## src/rtl/riscv_pkg.sv

```systemverilog
// Shared RISC-V decode constants: immediate format codes, base opcodes and RVC quadrants.
package riscv_pkg;

   localparam logic [2:0] FMT_NONE = 3'd0;
   localparam logic [2:0] FMT_I    = 3'd1;
   localparam logic [2:0] FMT_S    = 3'd2;
   localparam logic [2:0] FMT_B    = 3'd3;
   localparam logic [2:0] FMT_U    = 3'd4;
   localparam logic [2:0] FMT_J    = 3'd5;
   localparam logic [2:0] FMT_CI   = 3'd6;
   localparam logic [2:0] FMT_CZ   = 3'd7;

   localparam logic [6:0] OP_LOAD   = 7'b0000011;
   localparam logic [6:0] OP_IMM    = 7'b0010011;
   localparam logic [6:0] OP_JALR   = 7'b1100111;
   localparam logic [6:0] OP_STORE  = 7'b0100011;
   localparam logic [6:0] OP_BRANCH = 7'b1100011;
   localparam logic [6:0] OP_LUI    = 7'b0110111;
   localparam logic [6:0] OP_AUIPC  = 7'b0010111;
   localparam logic [6:0] OP_JAL    = 7'b1101111;

   localparam logic [1:0] QUAD_C0   = 2'b00;
   localparam logic [1:0] QUAD_C1   = 2'b01;
   localparam logic [1:0] QUAD_C2   = 2'b10;
   localparam logic [1:0] QUAD_RV32 = 2'b11;

endpackage

```

## src/rtl/imm_decode_comb.sv

```systemverilog
// Combinational immediate extraction for RV32I and RV32C encodings.
module imm_decode_comb
   import riscv_pkg::*;
#(
   parameter int XLEN     = 32,
   parameter bit ENABLE_C = 1'b1
) (
   input  logic [31:0]     inst,
   output logic [XLEN-1:0] imm,
   output logic [2:0]      fmt,
   output logic            comp
);

   logic signed [31:0] imm32;
   logic [1:0]         quad;
   logic [2:0]         funct3c;

   assign quad    = inst[1:0];
   assign funct3c = inst[15:13];

   always_comb begin
      imm32 = '0;
      fmt   = FMT_NONE;
      comp  = (quad != QUAD_RV32);
      if (!comp) begin
         case (inst[6:0])
            OP_LOAD, OP_IMM, OP_JALR: begin
               imm32 = {{20{inst[31]}}, inst[31:20]};
               fmt   = FMT_I;
            end
            OP_STORE: begin
               imm32 = {{20{inst[31]}}, inst[31:25], inst[11:7]};
               fmt   = FMT_S;
            end
            OP_BRANCH: begin
               imm32 = {{19{inst[31]}}, inst[31], inst[7], inst[30:25], inst[11:8], 1'b0};
               fmt   = FMT_B;
            end
            OP_LUI, OP_AUIPC: begin
               imm32 = {inst[31:12], 12'b0};
               fmt   = FMT_U;
            end
            OP_JAL: begin
               imm32 = {{11{inst[31]}}, inst[31], inst[19:12], inst[20], inst[30:21], 1'b0};
               fmt   = FMT_J;
            end
            default: ;
         endcase
      end else if (ENABLE_C) begin
         // Reserved encodings still yield their immediate; legality is judged downstream.
         case ({quad, funct3c})
            {QUAD_C0, 3'b000}: begin
               imm32 = {22'b0, inst[10:7], inst[12:11], inst[5], inst[6], 2'b0};
               fmt   = FMT_CZ;
            end
            {QUAD_C0, 3'b010}, {QUAD_C0, 3'b110}: begin
               imm32 = {25'b0, inst[5], inst[12:10], inst[6], 2'b0};
               fmt   = FMT_CZ;
            end
            {QUAD_C1, 3'b000}, {QUAD_C1, 3'b010}: begin
               imm32 = {{26{inst[12]}}, inst[12], inst[6:2]};
               fmt   = FMT_CI;
            end
            {QUAD_C1, 3'b011}: begin
               if (inst[11:7] == 5'd2) begin
                  imm32 = {{22{inst[12]}}, inst[12], inst[4:3], inst[5], inst[2], inst[6], 4'b0};
               end else begin
                  imm32 = {{14{inst[12]}}, inst[12], inst[6:2], 12'b0};
               end
               fmt = FMT_CI;
            end
            {QUAD_C1, 3'b001}, {QUAD_C1, 3'b101}: begin
               imm32 = {{20{inst[12]}}, inst[12], inst[8], inst[10:9], inst[6], inst[7],
                        inst[2], inst[11], inst[5:3], 1'b0};
               fmt   = FMT_CI;
            end
            {QUAD_C1, 3'b110}, {QUAD_C1, 3'b111}: begin
               imm32 = {{23{inst[12]}}, inst[12], inst[6:5], inst[2], inst[11:10], inst[4:3], 1'b0};
               fmt   = FMT_CI;
            end
            {QUAD_C2, 3'b000}: begin
               imm32 = {26'b0, inst[12], inst[6:2]};
               fmt   = FMT_CZ;
            end
            {QUAD_C2, 3'b010}: begin
               imm32 = {24'b0, inst[3:2], inst[12], inst[6:4], 2'b0};
               fmt   = FMT_CZ;
            end
            {QUAD_C2, 3'b110}: begin
               imm32 = {24'b0, inst[8:7], inst[12:9], 2'b0};
               fmt   = FMT_CZ;
            end
            default: ;
         endcase
      end
   end

   // Zero-extended forms never set bit 31, so one sign extension serves every format.
   assign imm = XLEN'(imm32);

endmodule

```

## src/rtl/imm_gen_pipe.sv

```systemverilog
// Immediate generator with a single valid/ready output register (latency 1, full throughput).
module imm_gen_pipe
   import riscv_pkg::*;
#(
   parameter int XLEN     = 32,
   parameter bit ENABLE_C = 1'b1
) (
   input  logic            clk,
   input  logic            rst,
   input  logic            in_valid,
   output logic            in_ready,
   input  logic [31:0]     inst,
   output logic            out_valid,
   input  logic            out_ready,
   output logic [XLEN-1:0] imm,
   output logic [2:0]      fmt,
   output logic            comp
);

   logic [XLEN-1:0] dec_imm;
   logic [2:0]      dec_fmt;
   logic            dec_comp;

   logic            out_valid_q, out_valid_d;
   logic [XLEN-1:0] imm_q, imm_d;
   logic [2:0]      fmt_q, fmt_d;
   logic            comp_q, comp_d;
   logic            accept;

   imm_decode_comb #(
      .XLEN     (XLEN),
      .ENABLE_C (ENABLE_C)
   ) u_decode (
      .inst (inst),
      .imm  (dec_imm),
      .fmt  (dec_fmt),
      .comp (dec_comp)
   );

   assign in_ready = !out_valid_q || out_ready;
   assign accept   = in_valid && in_ready;

   always_comb begin
      out_valid_d = out_valid_q;
      imm_d       = imm_q;
      fmt_d       = fmt_q;
      comp_d      = comp_q;
      if (accept) begin
         out_valid_d = 1'b1;
         imm_d       = dec_imm;
         fmt_d       = dec_fmt;
         comp_d      = dec_comp;
      end else if (out_ready) begin
         out_valid_d = 1'b0;
      end
   end

   always_ff @(posedge clk) begin
      if (rst) begin
         out_valid_q <= 1'b0;
         imm_q       <= '0;
         fmt_q       <= FMT_NONE;
         comp_q      <= 1'b0;
      end else begin
         out_valid_q <= out_valid_d;
         imm_q       <= imm_d;
         fmt_q       <= fmt_d;
         comp_q      <= comp_d;
      end
   end

   assign out_valid = out_valid_q;
   assign imm       = imm_q;
   assign fmt       = fmt_q;
   assign comp      = comp_q;

endmodule
```

## config.mk

```make
export PLATFORM = sky130hd
export DESIGN_NAME = imm_gen_pipe
export DESIGN_NICKNAME = d
export VERILOG_FILES = /design/src/rtl/riscv_pkg.sv /design/src/rtl/imm_decode_comb.sv /design/src/rtl/imm_gen_pipe.sv
export SDC_FILE = /design/constraint.sdc
export NUM_CORES = 1
export LEC_CHECK = 0
export BUFFER_PORTS_ARGS = -buffer_cell sky130_fd_sc_hd__clkbuf_2
export CORE_MARGIN = 2
export CORE_UTILIZATION = 25
export CTS_CLUSTER_DIAMETER = 200
export DETAILED_ROUTE_END_ITERATION = 12
export GPL_ROUTABILITY_DRIVEN = 0
export HOLD_SLACK_MARGIN = 0.05
export PLACE_DENSITY_LB_ADDON = 0.05
export SLEW_MARGIN = 40
export SYNTH_ARGS = -nofsm -noshare
export SYNTH_HDL_FRONTEND = slang
export SYNTH_HIERARCHICAL = 1
export SYNTH_SLANG_ARGS = --single-unit
```

## constraint.sdc

```tcl
create_clock -name clk -period 1.9 [get_ports clk]
set_input_delay 0.19 -clock clk [delete_from_list [all_inputs] [get_ports clk]]
set_output_delay 0.19 -clock clk [all_outputs]
set_load 0.01 [all_outputs]
```

* Word level (Yosys, flattened, before mapping)
Index checks and enable logic that the tools add are counted.
** Word-level totals
- Register bits after elaboration :: 37
- Bits of input ports :: 36
- Output and inout bits :: 38
- Logic and storage cells :: 48
** Operators by class
- Equality and inequality tests :: 22
- Muxes and demuxes :: 9
- Reduce and logical (&&, ||, !) cells :: 13
** Operators with widths (count)
- one-hot mux 32 bit (9 select lines) :: 1
- one-hot mux 32 bit (5 select lines) :: 1
- == test 5 x 4 -> 1 bit, second input constant :: 7
- two-way mux 32 bit :: 1
- == test 7 bit, second input constant :: 3
- two-way mux 17 bit :: 1
- == test 5 bit, second input constant :: 3
- one-hot mux 3 bit (5 select lines) :: 1
- == test 7 x 5 -> 1 bit, second input constant :: 2
- == test 7 x 6 -> 1 bit, second input constant :: 2
- == test 5 x 2 -> 1 bit, second input constant :: 2
- OR reduction 2 bit :: 5
- == test 7 x 2 -> 1 bit, second input constant :: 1
- OR reduction 7 bit :: 1
- one-hot mux 3 bit (2 select lines) :: 1
- OR reduction 6 bit :: 1
- == test 5 x 3 -> 1 bit, second input constant :: 1
- zero test 5 bit :: 1
- two-way mux 3 bit :: 1
- OR reduction 3 bit :: 1
- two-way mux 1 bit :: 2
- != test 2 bit, second input constant :: 1
- nonzero test 2 bit :: 1
- logical AND 1 bit :: 1
- other kinds (2) :: 2

* Depth between registers and ports, before layout
- Word-level depth :: 4
- Gate-level depth with buffers :: 8
- Depth with buffers taken out :: 6

* Hierarchy
Netlist, hierarchy kept.
** Modules (own cells, without submodules)
- imm_gen_pipe :: instances 1, cells each 168, area each 1690.4 sq um, seq. area each 740.7 sq um
- imm_decode_comb :: instances 1, cells each 166, area each 1091.0 sq um, seq. area each 0.0 sq um

* Worst setup path after synthesis
OpenSTA, ideal clock, no wires.
- Kind :: input -> register
- Start point :: input port inst[15]
- End point :: register imm_q[13] (netlist: imm[13])
- Library setup time :: 0.125 ns
- Arrival :: 1.506 ns
- Required time :: 1.775 ns
- Slack :: 0.269 ns
- Stages on the path :: 7
- Path buffers :: 1
- Path through :: buf_4 or3b_4 and3_4 a211o_1 a221o_1 nand3_1 a21oi_2
** On the way
- Longest elaborated chain between the ends :: 4
- Elaborated cells on any way between the ends :: 19
- Those cells by class :: 12 x eq/ne; 2 x mux; 5 x reduce/logical
** Ends and longest elaborated chain
- start: declaration :: RTL line imm_gen_pipe.sv:12 : input logic [31:0] inst,
- == test 5 x 4 -> 1 bit, or another cell as far along :: RTL line imm_decode_comb.sv:51 : case ({quad, funct3c})
- OR reduction 2 bit, on equally long branches
- one-hot mux 32 bit (9 select lines) (*) :: RTL line imm_decode_comb.sv:51
- two-way mux 32 bit (*) :: RTL line imm_decode_comb.sv:25 : if (!comp) begin
- named net dec_imm[13] :: RTL line imm_gen_pipe.sv:20 : logic [XLEN-1:0] dec_imm;
- end signal: assignment :: RTL line imm_gen_pipe.sv:66 : imm_q <= imm_d;
- end: declaration :: RTL line imm_gen_pipe.sv:25 : logic [XLEN-1:0] imm_q, imm_d;
The timed path passes the listed nets; every way through them passes the cells marked *.
A chain may end at the register's enable or synchronous reset.

* Final worst setup path
- Start point :: register out_valid_q (netlist: out_valid)
- End point :: output port in_ready
** On the way
- Longest elaborated chain between the ends :: 2
** Ends and longest elaborated chain
- start: declaration :: RTL line imm_gen_pipe.sv:24 : logic out_valid_q, out_valid_d;
- start signal: assignment :: RTL line imm_gen_pipe.sv:65 : out_valid_q <= out_valid_d;
- zero test 1 bit :: RTL line imm_gen_pipe.sv:40 : assign in_ready = !out_valid_q || out_ready;
- logical OR 1 bit :: RTL line imm_gen_pipe.sv:40
- end: declaration :: RTL line imm_gen_pipe.sv:11 : output logic in_ready,
No other way between the ends.

==> results.toml <==
[logic_synthesis]
yosysWarnings = 6
syn_avg_cell_area_um2 = 8.328
synth_cell_types = 52
yosysSeqAreaShare_pct = 26.63
synth_area_leaders = "dfxtp_1 (27%), nand3_1 (8.5%), a21bo_1 (7.9%)"
synth_flop_cell = "dfxtp_1"
synth-edff-count = 0
syn_nets = 370
synth_area_mm2 = 0.002781
netlist.area_leader.share_pct = 26.63
async_reset_ff_share_pct = 0
synth_top_cell_by_area = "dfxtp_1"
syn_inst = 334
ys_ff_latch = 37

[run]
cap_violations = 0

[drt]
drt_iter0_markers = 214
dr.pass1.iters = 5
avgRoutedWirePerCell_um = 18.17
route.detailed.drc = 0
vias = 2915
vias_per_cell = 5.196
ant_nets = 0
wl_mm = 10.19

[clock_network]
cts_setup_buffers = 0
cts_resized = 0
cts_made_buffers = 5
clockBufferDepth = 2
cts-root-buf = "clkbuf_8"
cts_hold_buf = 0
cts_tree = "done"
clkSlewWorstSetupHoldPaths_ps = 80
h-tree-depth = 2
clk_latency_ps = 290
clock-sinks = 37

[global_route]
grt-ovfl-total = 0
grt_use_total_pct = 17.47
grt_max_degree = 75
use_met2_pct = 28.26
first_global_vias = 2812
grt_antenna_before_repair = 0
use_met3_pct = 2.371
grt_pass1_wl_mm = 15.95
grtUsageMet1_pct = 24.57
busiest_layer = "met2"

[pwr]
powerDensity_mw_per_mm2 = 570.2
p_int_mw = 1.444
power_frac_seq_pct = 40.2
power_frac_comb_pct = 24.4
leakagePower_nw = 1.555
sw_frac_of_total_pct = 29.09
peakVddDrop_uv = 238.8
clockPowerShare_pct = 35.3
p_sw_mw = 0.5924
total_power_mw = 2.036

[placement]
pre_cts_ws_ps = -31.39
post_dp_cell_area_mm2 = 0.003455
port_buffers = 73
post-dp-hpwl_mm = 7.656
dp.cells = 553

[sta]
setup_slack_ps = 215.7
holdWs_ps = 285.0
setup_violations = 0
fin_setup_tns_ps = 0
grt_setup_unrepaired = "no"
slew_headroom_pct = 46.65
fin_crit_sh_pct = 88.65
maxSlewViolCount = 0
tightest_slew_ps = 800.2
period_needed_ps = 1684
clock.fmax_mhz = 593.7
timing_hold_violations_final = 0
finClkSkew_ps = 4.821

[cells_and_area]
nets = 456
n_antenna_cell = 0
final_cell_mix = "clkbuf_2 (73), nand3_1 (47), buf_4 (39)"
syn2layout_area_growth_pct = 28.38
design_area_mm2 = 0.003571
post-route-util_pct = 32.94
fin_cells = 561
drive_gt1_share_pct = 40.14
layout_commonest_cell = "clkbuf_2"

[setup_path]
crit_chain = "nand2b_4 > clkbuf_2"
max_stage_delay_ps = 580
cp_data_required_time_ps = 1710
critical_path_class = "reg -> out"
cp-end-kind = "output pin"
critPathTopFamily = "simple AND/OR/NAND/NOR gates"
cp_slowest_cell = "nand2b_4"
worst-path-buf-inv = 1
startpoint_type = "flop"
critPathMaxFanout = 74
worstPathArrival_ps = 1490

[min_path]
hold_class = "in -> reg"

[status]
status = "complete, no violations"

[die]
die_h_um = 109.5
core_mm2 = 0.01084
num_rows = 38
die_x_um = 109.5
die_area_mm2 = 0.01199
initial_core_util_pct = 25.66
ios = 74
Yosys cell counts, types with 3 or more instances:
library cell,count
a211o_1,3
a21bo_1,22
a21bo_2,14
a21o_1,16
a21oi_1,20
a21oi_2,23
a221o_1,8
a22oi_1,5
buf_2,22
buf_4,3
buf_6,4
clkbuf_1,5
dfxtp_1,37
inv_1,6
mux2_2,3
nand2_1,14
nand2b_1,4
nand3_1,47
nand3b_1,6
nor2_1,4
nor2b_1,4
nor3_1,3
nor4_1,3
o21ai_0,14
o22ai_1,5
or2_2,3
worst register-to-register path: cells and delay by family, from the launching register on:
family	cells	cell delay, ps
compound gates	2	530
flops	1	380
simple gates	1	430
registers in the layout, summed over array words and instances (netlist names):
| signal | count |
|---|---|
| imm | 32 |
| fmt | 3 |
| comp | 1 |
| out_valid | 1 |
power by group through the flow:
stage,sequential [mW],combinational [mW],clock [mW]
floorplan,0.849,0.280,0
global placement,0.838,0.502,0
detailed placement,0.838,0.500,0
CTS,0.820,0.502,0.747
global route,0.823,0.548,0.775
finish,0.819,0.498,0.719
worst paths after layout:
check,start,cells past startpoint,slack [ps],end
setup / recovery,out_valid,2,220,in_ready
hold / removal,inst[28],5,280,imm[8]
setup reg to reg,out_valid,3,490,imm[1]
hold reg to reg,imm[28],2,580,imm[28]
metal layers:
layer  vias up  share of wire [%]
met5         -                  0
met4         0                1.1
li1       1439                  -
met1      1384                 47
met2        83                 47
met3         9                4.8
cells by family after synthesis:
family,synth area share [%]
compound gates,41.61
simple gates,22.54
buf+inv,8.007
flops,26.63
mux,1.214
cell type report:
cell class / count / area (um2)
Fill cell: 1196 / 7269
Tap cell: 140 / 175.2
Inverter: 6 / 22.52
Multi-Input combinational cell: 256 / 1818
Clock buffer: 7 / 86.33
Clock inverter: 1 / 30.03
Sequential cell: 37 / 740.7
Timing Repair Buffer: 114 / 698.2
Note: power is estimated with default switching activity, not from simulation.
